$ cat config.mk
export PLATFORM = sky130hd
export DESIGN_NAME = if_prefetch_queue_flat
export DESIGN_NICKNAME = d
export VERILOG_FILES = /design/src/rtl/if_prefetch_queue_if.sv /design/src/rtl/if_prefetch_queue.sv /design/src/flat_wrapper.sv
export SDC_FILE = /design/constraint.sdc
export NUM_CORES = 1
export LEC_CHECK = 0
export ABC_CLOCK_PERIOD_IN_PS = 2900
export BUFFER_PORTS_ARGS = -buffer_cell sky130_fd_sc_hd__buf_2
export CORE_UTILIZATION = 52
export CTS_BUF_LIST = sky130_fd_sc_hd__clkbuf_4 sky130_fd_sc_hd__clkbuf_8 sky130_fd_sc_hd__clkbuf_16
export DETAILED_ROUTE_END_ITERATION = 16
export PLACE_DENSITY = 0.81
export SLEW_MARGIN = 0
export SYNTH_ARGS = -nofsm -noshare
export SYNTH_HDL_FRONTEND = slang
export SYNTH_SLANG_ARGS = --single-unit
$ cat constraint.sdc
create_clock -name clk -period 2.9 [get_ports clk]
set_clock_uncertainty 0.2 [all_clocks]
set_input_delay 0.29 -clock clk [delete_from_list [all_inputs] [get_ports clk]]
set_output_delay 0.29 -clock clk [all_outputs]
set_load 0.02 [all_outputs]
$ cat src/rtl/if_prefetch_queue_if.sv
// Fetch-side bundle: instruction-memory read port, redirect input and the
// decoupled {pc, instr} output stream towards IF/ID.
interface if_prefetch_queue_if #(
  parameter int DEPTH = 4
) ();
  localparam int CW = $clog2(DEPTH) + 1;

  logic          imem_req;
  logic [29:0]   imem_addr;
  logic [31:0]   imem_rdata;
  logic          redirect;
  logic [29:0]   redirect_pc;
  logic          out_valid;
  logic          out_ready;
  logic [31:0]   out_instr;
  logic [29:0]   out_pc;
  logic [CW-1:0] count;

  modport master (
    output imem_req, imem_addr, out_valid, out_instr, out_pc, count,
    input  imem_rdata, redirect, redirect_pc, out_ready
  );

  modport slave (
    input  imem_req, imem_addr, out_valid, out_instr, out_pc, count,
    output imem_rdata, redirect, redirect_pc, out_ready
  );
endinterface

$ cat src/rtl/if_prefetch_queue.sv
// Instruction prefetch queue: owns the fetch PC, issues 1-cycle-latency imem
// reads under a credit limit and buffers {pc, instr} so decode stalls don't stall fetch.
module if_prefetch_queue #(
  parameter int          DEPTH    = 4,
  parameter logic [29:0] RESET_PC = 30'h0000_0C00
) (
  input  logic               clk,
  input  logic               rst,
  if_prefetch_queue_if.master bus
);
  localparam int AW = $clog2(DEPTH);
  localparam logic [AW+1:0] DEPTH_W = (AW+2)'(DEPTH);

  typedef struct packed {
    logic [29:0] pc;
    logic [31:0] instr;
  } entry_t;

  entry_t        fifo_q [DEPTH];
  logic [29:0]   fpc_q, fpc_d;
  logic [29:0]   ipc_q, ipc_d;
  logic          infl_q, infl_d;
  logic [AW-1:0] rd_q, rd_d, wr_q, wr_d;
  logic [AW:0]   cnt_q, cnt_d;
  logic [AW+1:0] reserved;
  logic          issue, push, pop;

  always_comb begin
    // Buffered plus in-flight slots; issuing only below DEPTH makes overflow impossible.
    reserved = {1'b0, cnt_q} + {{(AW+1){1'b0}}, infl_q};
    issue    = !rst && !bus.redirect && (reserved < DEPTH_W);
    push     = infl_q && !bus.redirect;
    pop      = (cnt_q != '0) && bus.out_ready && !bus.redirect;

    fpc_d  = fpc_q;
    ipc_d  = ipc_q;
    infl_d = infl_q;
    rd_d   = rd_q;
    wr_d   = wr_q;
    cnt_d  = cnt_q;

    if (bus.redirect) begin
      fpc_d  = bus.redirect_pc;
      infl_d = 1'b0;
      rd_d   = '0;
      wr_d   = '0;
      cnt_d  = '0;
    end else begin
      infl_d = issue;
      if (issue) begin
        fpc_d = fpc_q + 30'd1;
        ipc_d = fpc_q;
      end
      if (push) wr_d = wr_q + 1'b1;
      if (pop)  rd_d = rd_q + 1'b1;
      case ({push, pop})
        2'b10:   cnt_d = cnt_q + 1'b1;
        2'b01:   cnt_d = cnt_q - 1'b1;
        default: cnt_d = cnt_q;
      endcase
    end
  end

  always_ff @(posedge clk or posedge rst) begin
    if (rst) begin
      fpc_q  <= RESET_PC;
      ipc_q  <= RESET_PC;
      infl_q <= 1'b0;
      rd_q   <= '0;
      wr_q   <= '0;
      cnt_q  <= '0;
    end else begin
      fpc_q  <= fpc_d;
      ipc_q  <= ipc_d;
      infl_q <= infl_d;
      rd_q   <= rd_d;
      wr_q   <= wr_d;
      cnt_q  <= cnt_d;
    end
  end

  // Payload storage needs no reset: occupancy alone decides what is visible.
  always_ff @(posedge clk) begin
    if (push) fifo_q[wr_q] <= '{pc: ipc_q, instr: bus.imem_rdata};
  end

  assign bus.imem_req  = issue;
  assign bus.imem_addr = fpc_q;
  assign bus.out_valid = (cnt_q != '0);
  assign bus.out_instr = fifo_q[rd_q].instr;
  assign bus.out_pc    = fifo_q[rd_q].pc;
  assign bus.count     = cnt_q;
endmodule

$ cat src/flat_wrapper.sv
// flat-port wrapper written by rule: the top's interface ports become plain ports
module if_prefetch_queue_flat 
#(
  parameter int          DEPTH    = 4,
  parameter logic [29:0] RESET_PC = 30'h0000_0C00
)
  (clk, rst, bus_imem_req, bus_imem_addr, bus_out_valid, bus_out_instr, bus_out_pc, bus_count, bus_imem_rdata, bus_redirect, bus_redirect_pc, bus_out_ready);
  if_prefetch_queue_if #(.DEPTH(DEPTH)) bus_i ();
  input  logic clk;
  input  logic rst;
  output wire logic [$bits(bus_i.imem_req)-1:0] bus_imem_req;
  output wire logic [$bits(bus_i.imem_addr)-1:0] bus_imem_addr;
  output wire logic [$bits(bus_i.out_valid)-1:0] bus_out_valid;
  output wire logic [$bits(bus_i.out_instr)-1:0] bus_out_instr;
  output wire logic [$bits(bus_i.out_pc)-1:0] bus_out_pc;
  output wire logic [$bits(bus_i.count)-1:0] bus_count;
  input wire logic [$bits(bus_i.imem_rdata)-1:0] bus_imem_rdata;
  input wire logic [$bits(bus_i.redirect)-1:0] bus_redirect;
  input wire logic [$bits(bus_i.redirect_pc)-1:0] bus_redirect_pc;
  input wire logic [$bits(bus_i.out_ready)-1:0] bus_out_ready;
  assign bus_imem_req = bus_i.imem_req;
  assign bus_imem_addr = bus_i.imem_addr;
  assign bus_out_valid = bus_i.out_valid;
  assign bus_out_instr = bus_i.out_instr;
  assign bus_out_pc = bus_i.out_pc;
  assign bus_count = bus_i.count;
  assign bus_i.imem_rdata = bus_imem_rdata;
  assign bus_i.redirect = bus_redirect;
  assign bus_i.redirect_pc = bus_redirect_pc;
  assign bus_i.out_ready = bus_out_ready;
  if_prefetch_queue #(.DEPTH(DEPTH), .RESET_PC(RESET_PC)) u_core (.clk(clk), .rst(rst), .bus(bus_i));
endmodule
==> metrics.md, run 1 <==
| Metric | Value |
|---|---|
| Outcome | `completed` |
| Mapped cell area | `0.0124 sq mm` |
| Dpl hpwl | `15300 um` |
| Reg2reg end | `u_core.bus.imem_addr[20]` |
| Vias | `7249` |
| Crit path time final | `about 2700 ps` |
| Buffers on Ports | `~160` |
| Yosys warns | `0` |
| Area delta synth->final | `25.0%` |
| Initial Util | `0.528` |
| Share of layout cells above drive strength 1 | `0.327` |
| Register area share after synthesis | `0.741` |
| Total track usage | `0.212` |
| First-pass DRT Iterations | `5` |
| CTS tree | `done` |
| Worst EP required | `between 2000 and 2500 ps` |
| Max stage delay on crit path | `420 ps` |
| Antenna violations before repair | `0` |
| Post-synthesis sequential element count | `316` |
| CTS H-tree lvls | `1` |
| DRT antenna net count | `0` |
| Critical Path, Cell by Cell | `or3_4, or2_4, buf_6, inv_1, buf_2` |
| Synth Flop Type | `edfxtp_1` |
| Fmax | `between 300 and 400 MHz` |
| Total wire length | `between 20000 and 30000 um` |
| Post-synth EDFFs | `around 250` |
| Nets | `roughly 1000` |
| CTS Buf Count | `31` |
| Syn nets | `783` |
| Setup Buffers After CTS | `0` |
| Sinks on Clock Net | `between 300 and 400` |
| Placement Cell Area | `around 0.014 sq mm` |
| Critical Path Slowest Stage Cell | `dfrtp_1` |
| Final setup TNS | `0 ps` |
| Die width | `156 um` |
| Maxcap violations | `0` |
| Critical path startpoint | `u_core.bus.count[2]` |
| Critical Path Source Type | `flip-flop` |
| Clock-pin slew on the worst setup and hold paths | `60 ps` |
| Placeable Area | `0.0234 sq mm` |
| Post-route cell area | `0.0154 sq mm` |
| Critical Path End Type | `primary output` |
| Clk buf depth | `3` |
| Fill count | `1585` |
| Worst VDD drop | `0.000602 V` |
| # DRC | `0` |
| Number of global-route vias before repair | `7383` |
| DRT iter0 DRCs | `538` |
| Min Hold Slack | `about 210 ps` |
| Post-synth top area share | `0.603` |
| Row cnt | `56` |
| Die H | `around 160 um` |
| Hold Path Class | `input port to asynchronous set/reset pin` |
| CP endpoint | `bus_imem_req` |
| Leakage | `roughly 5.7 nW` |
| Slew Limit Headroom | `0.520` |
| First-pass GRT wire length | `39500 um` |
| ANT cells | `0` |
| CP max FO | `41` |
| Async SR Flop Fraction | `0.215` |
| Post-route clock period utilization | `0.923` |
| Routability Congestion | `0.840` |
| Final setup violation count | `0` |
| Cells after Synth | `711` |
| Max-slew violation count | `0` |
| FF-to-FF Start | `u_core.bus.imem_addr[0]` |
| Hold Fails Final Rpt | `0` |
| Top cells by area, synth | `edfxtp_1, dfrtp_1, mux4_2` |
| Count leader, synth | `edfxtp_1` |
| IO Count | `163` |
| Mean Syn Cell Area | `17.4 sq um` |
| Die Area | `0.0244 sq mm` |
| Critical path class | `flip-flop to primary output` |
| Slew @ Worst Pin | `719 ps` |
| Pin count of the biggest net entering global routing | `63` |
| Total congestion overflow | `0` |
| FF-to-FF setup slack | `500 ps` |
| Worst EP arrival | `2190 ps` |
| Clock root buffer master | `clkbuf_16` |
| Clk_lat worst skew | `550 ps` |
| RSZ-0062 raised after global routing | `false` |
| Yosys top cell by area | `edfxtp_1` |
| Unique masters post-synth | `57` |
| R2R cell count | `6` |
| Vias per inst | `5.58` |
| Drt wl/cell | `19.4 um` |
| PwrDens | `796 mW/mm^2` |
| Most frequent cells after synthesis | `edfxtp_1, nand2_1, dfrtp_1` |
==> flip-flops by register name, summed over array words and instances, names as in the netlist <==
signal                cells
u_core.bus.count          3
u_core.bus.imem_addr     30
u_core.fifo_q           248
u_core.infl_q             1
u_core.ipc_q             30
u_core.rd_q               2
u_core.wr_q               2
==> final cells by class <==
type / count / area [sq um] / area share
Clock buffer: 43 / 921 / 0.0596
Clock inverter: 15 / 163 / 0.0105
Inverter: 9 / 38.8 / 0.00251
Multi-Input combinational cell: 349 / 3000 / 0.194
Sequential cell: 316 / 9160 / 0.593
Tap cell: 319 / 399 / 0.0258
Timing Repair Buffer: 247 / 1770 / 0.114
==> metrics by stage <==
step           total power [mW]  std cells  utilization  setup slack, ps
6_report                   12.3       1298        0.660              223
5_1_grt                    12.8       1298        0.660              127
4_1_cts                    12.4       1298        0.660             52.2
3_5_place_dp               8.19       1175        0.585              211
3_3_place_gp               8.12       1175        0.585              364
2_1_floorplan              7.38        711            -              116
==> kinds of logic (layout without fill, tap and decap cells) <==
family,after synthesis,in the layout,synth area share
AO/OA/AOI/OAI,58,58,0.0331
buffers and inverters,46,314,0.0181
multiplexers,67,67,0.117
XOR/XNOR,9,9,0.00638
flip-flops,316,316,0.741
AND/OR/NAND/NOR,209,209,0.0779
adder cells (fa/ha/maj),6,6,0.00668
==> cell usage in the layout, fill, tap and decap left out, types with 5 or more instances in the layout <==
master / synthesis / layout
buf_12: 0 / 12
buf_2: 15 / 162
buf_4: 1 / 7
clkbuf_16: 0 / 32
clkbuf_4: 0 / 5
clkbuf_8: 0 / 6
clkinv_2: 0 / 5
dfrtp_1: 64 / 62
dlygate4sd3_1: 0 / 65
edfxtp_1: 248 / 248
ha_1: 5 / 5
inv_1: 7 / 6
mux2i_1: 5 / 5
mux4_2: 62 / 62
nand2_1: 122 / 122
nand3_1: 19 / 19
nand4_1: 13 / 13
nor2_1: 18 / 18
nor3_1: 6 / 6
o211ai_1: 7 / 7
o21ai_0: 17 / 17
o311ai_1: 5 / 5
xor2_1: 6 / 6
==> power breakdown <==
part / internal, mW / leakage (nW) / switching (mW)
registers: 5.52 / 3.09 / 0.501
clock network: 2.49 / 0.543 / 1.62
logic: 0.932 / 2.11 / 1.23
==> critical path, delay by kind of cell, from the launching register on <==
family                 cells  cell delay [ps]
buffers and inverters      3              480
flip-flops                 1              420
AND/OR/NAND/NOR            2              720
==> per-layer routing <==
| layer | global-route usage | up-vias | routed length [um] |
|---|---|---|---|
| met4 | 0.0509 | 0 | 419 |
| met2 | 0.360 | 322 | 12600 |
| li1 | - | 3260 | - |
| met3 | 0.0403 | 36 | 1810 |
| met5 | 0 | - | 0 |
| met1 | 0.285 | 3631 | 10400 |
==> how the worst min path moves through the flow <==
stage	start	endpoint	depth (start not counted)
2_1_floorplan	bus_imem_rdata[0]	u_core.fifo_q[0][0]	0
3_3_place_gp	rst	u_core.bus.count[2]	2
3_5_place_dp	rst	u_core.bus.count[2]	2
4_1_cts	rst	u_core.bus.count[0]	3
5_1_grt	rst	u_core.infl_q	3
6_report	rst	u_core.bus.count[2]	3
==> what timing repair did <==
item / 4_1_cts / 5_1_grt
endpoints found under the hold margin: 186 / 0
hold buffers: 65 / 0
pin swaps: 0 / 0
gates resized for setup: 1 / 2
endpoints found under the setup margin: 1 / 3
Power figures use the tool's default switching activity.
==> run 2: changes to the inputs <==
Settings changed: PLACE_DENSITY 0.81 to 0.73.
==> run 2 against run 1 <==
Total power fell by 1.6%; critical endpoint is now bus_out_instr[18]; highest routed layer unchanged; clock power fell by 4%; critical path depth decreased by 2; die area did not move; combinational power about the same; routed wire length fell by 0.54%.
==> metrics.md, run 2 (synthesized netlist as in run 1, its figures left out) <==
| Metric | Value |
|---|---|
| Outcome | `completed` |
| Die Area | `0.0244 sq mm` |
| Die H | `156 um` |
| Total wire length | `25100 um` |
| Largest register FFs | `248` |
| WP buf/inv | `2` |
| Final setup violation count | `0` |
| Hold Fails Final Rpt | `0` |
| CTS Buf Count | `31` |
| Dpl hpwl | `about 15000 um` |
| Worst hold stages | `5` |
| Buffers on Ports | `162` |
| FF-to-FF Start | `u_core.bus.imem_addr[5]` |
| Clock power share | `0.325` |
| Slew @ Worst Pin | `approximately 650 ps` |
| Routability Congestion | `around 0.85` |
| First-pass DRT Iterations | `5` |
| Antenna violations before repair | `0` |
| Leakage | `5.69 nW` |
| Total power | `about 12 mW` |
| Total track usage | `0.210` |
| Commonest non-fill, non-tap cells in the layout | `edfxtp_1, buf_2, nand2_1` |
| IO Count | `about 160` |
| Switching Fraction | `0.271` |
| Clk buf depth | `3` |
| # DRC | `0` |
| Post-Place Setup Slack | `409 ps` |
| Initial Util | `0.528` |
| Clk_lat worst skew | `540 ps` |
| DRT iter0 DRCs | `518` |
| RSZ-0062 raised after global routing | `false` |
| Commonest non-fill, non-tap cell in the layout | `edfxtp_1` |
| Crit path time final | `2740 ps` |
| Critical Path End Type | `primary output` |
| Area delta synth->final | `24.0%` |
| Critical Path Source Type | `flip-flop` |
| Row cnt | `56` |
| Total congestion overflow | `0` |
| Setup ws final | `roughly 160 ps` |
| Max stage delay on crit path | `620 ps` |
| Placeable Area | `roughly 0.023 sq mm` |
| Power share of the combinational group | `0.176` |
| DRT antenna net count | `0` |
| Share of layout cells above drive strength 1 | `0.320` |
| Setup Buffers After CTS | `0` |
| FF-to-FF setup slack | `roughly 430 ps` |
| CTS H-tree lvls | `1` |
| Nets | `1023` |
| Critical Path Slowest Stage Cell | `dfrtp_4` |
| Final setup TNS | `0 ps` |
| Vias | `between 7000 and 8000` |
| Critical path class | `flip-flop to primary output` |
| Post-route clock period utilization | `0.946` |
| Min-Delay Endpoint | `u_core.rd_q[0]` |
| Clock-pin slew on the worst setup and hold paths | `~60 ps` |
| Fmax | `364 MHz` |
| Sequential Power Share | `0.498` |
| Fin cells | `1291` |
| Vias per inst | `5.54` |
| Drt wl/cell | `approximately 19 um` |
| Clock root buffer master | `clkbuf_16` |
| R2R cell count | `5` |
| Worst EP arrival | `2250 ps` |
| Number of global-route vias before repair | `7326` |
| Net Switching | `around 3.3 mW` |
| Placed Instances | `approximately 1200` |
| Pin count of the biggest net entering global routing | `63` |
| Kind of cell adding the most delay to the critical path | `flip-flops` |
| First-pass GRT wire length | `39200 um` |
| Slew Limit Headroom | `0.569` |
| Worst VDD drop | `0.000603 V` |
| Hold Path Class | `input port to flip-flop` |
| Critical Path, Cell by Cell | `buf_12, mux4_2, buf_2` |
| CTS tree | `done` |
| Max-slew violation count | `0` |
| Int Pwr | `8.81 mW` |
| ANT cells | `0` |
| Min-delay src | `bus_out_ready` |
| Reg2reg end | `u_core.bus.imem_addr[17]` |
| CP max FO | `32` |
| Worst EP required | `around 2400 ps` |
| PwrDens | `a little under 800 mW/mm^2` |
| Largest Register | `u_core.fifo_q` |
| Die width | `156 um` |
| Sinks on Clock Net | `around 320` |
| Maxcap violations | `0` |
[run 2: how the worst max path moves through the flow]
| stage | start | cells past startpoint | to |
|---|---|---|---|
| after detailed placement | bus_redirect | 8 | u_core.bus.imem_addr[24] |
| after global placement | bus_redirect | 8 | u_core.bus.imem_addr[24] |
| after global routing | u_core.rd_q[0] | 3 | bus_out_instr[18] |
| final | u_core.rd_q[0] | 3 | bus_out_instr[18] |
| after floorplan | u_core.infl_q | 3 | u_core.fifo_q[0][0] |
| after CTS | bus_redirect | 7 | bus_imem_req |
[run 2: worst reg2reg max path, cell delays in order, from the launching register on]
cell and delay (ps):
dfrtp_1 550, nand4_1 370, nor4_1 610, nand2_1 140
a21o_1 210, a221o_1 280
[run 2: power groups by stage]
stage | registers (mW) | logic, mW | clock network, mW
after floorplan | 5.97 | 1.40 | 0
after global placement | 6.08 | 2.05 | 0
after detailed placement | 6.11 | 2.07 | 0
after CTS | 6.02 | 2.15 | 4.01
after global routing | 6.09 | 2.32 | 4.20
final | 6.03 | 2.13 | 3.93
[run 2: layout make-up]
cell class | instances | area (sq um)
clock buffers | 44 | 921
clock inverters | 10 | 95.1
fillers | 1656 | 8080
inverters | 9 | 38.8
multi-input cells | 349 | 2990
flip-flops and latches | 316 | 9160
well taps | 319 | 399
repair buffers | 244 | 1710
[run 2: timing repair]
action,4_1_cts,5_1_grt
hold buffers,65,0
setup endpoints to repair,0,1
gates resized for setup,0,1
hold endpoints to repair,185,0
[run 2: through the flow]
stage,cell area [sq um],hold WS [ps],util
2_1_floorplan,12400,189,-
3_5_place_dp,13700,224,0.583
4_1_cts,15300,25.3,0.655
5_1_grt,15300,64.1,0.655
6_report,15300,50.3,0.655
3_3_place_gp,13700,226,0.583
[run 2: metal layers]
layer | vias to the layer above | global-route usage | part of all wire | wire length, um
met5 | - | 0 | 0 | 0
met4 | 0 | 0.0532 | 0.017 | 418
met3 | 37 | 0.0375 | 0.069 | 1730
met2 | 290 | 0.350 | 0.49 | 12200
met1 | 3573 | 0.287 | 0.43 | 10800
li1 | 3254 | - | - | -
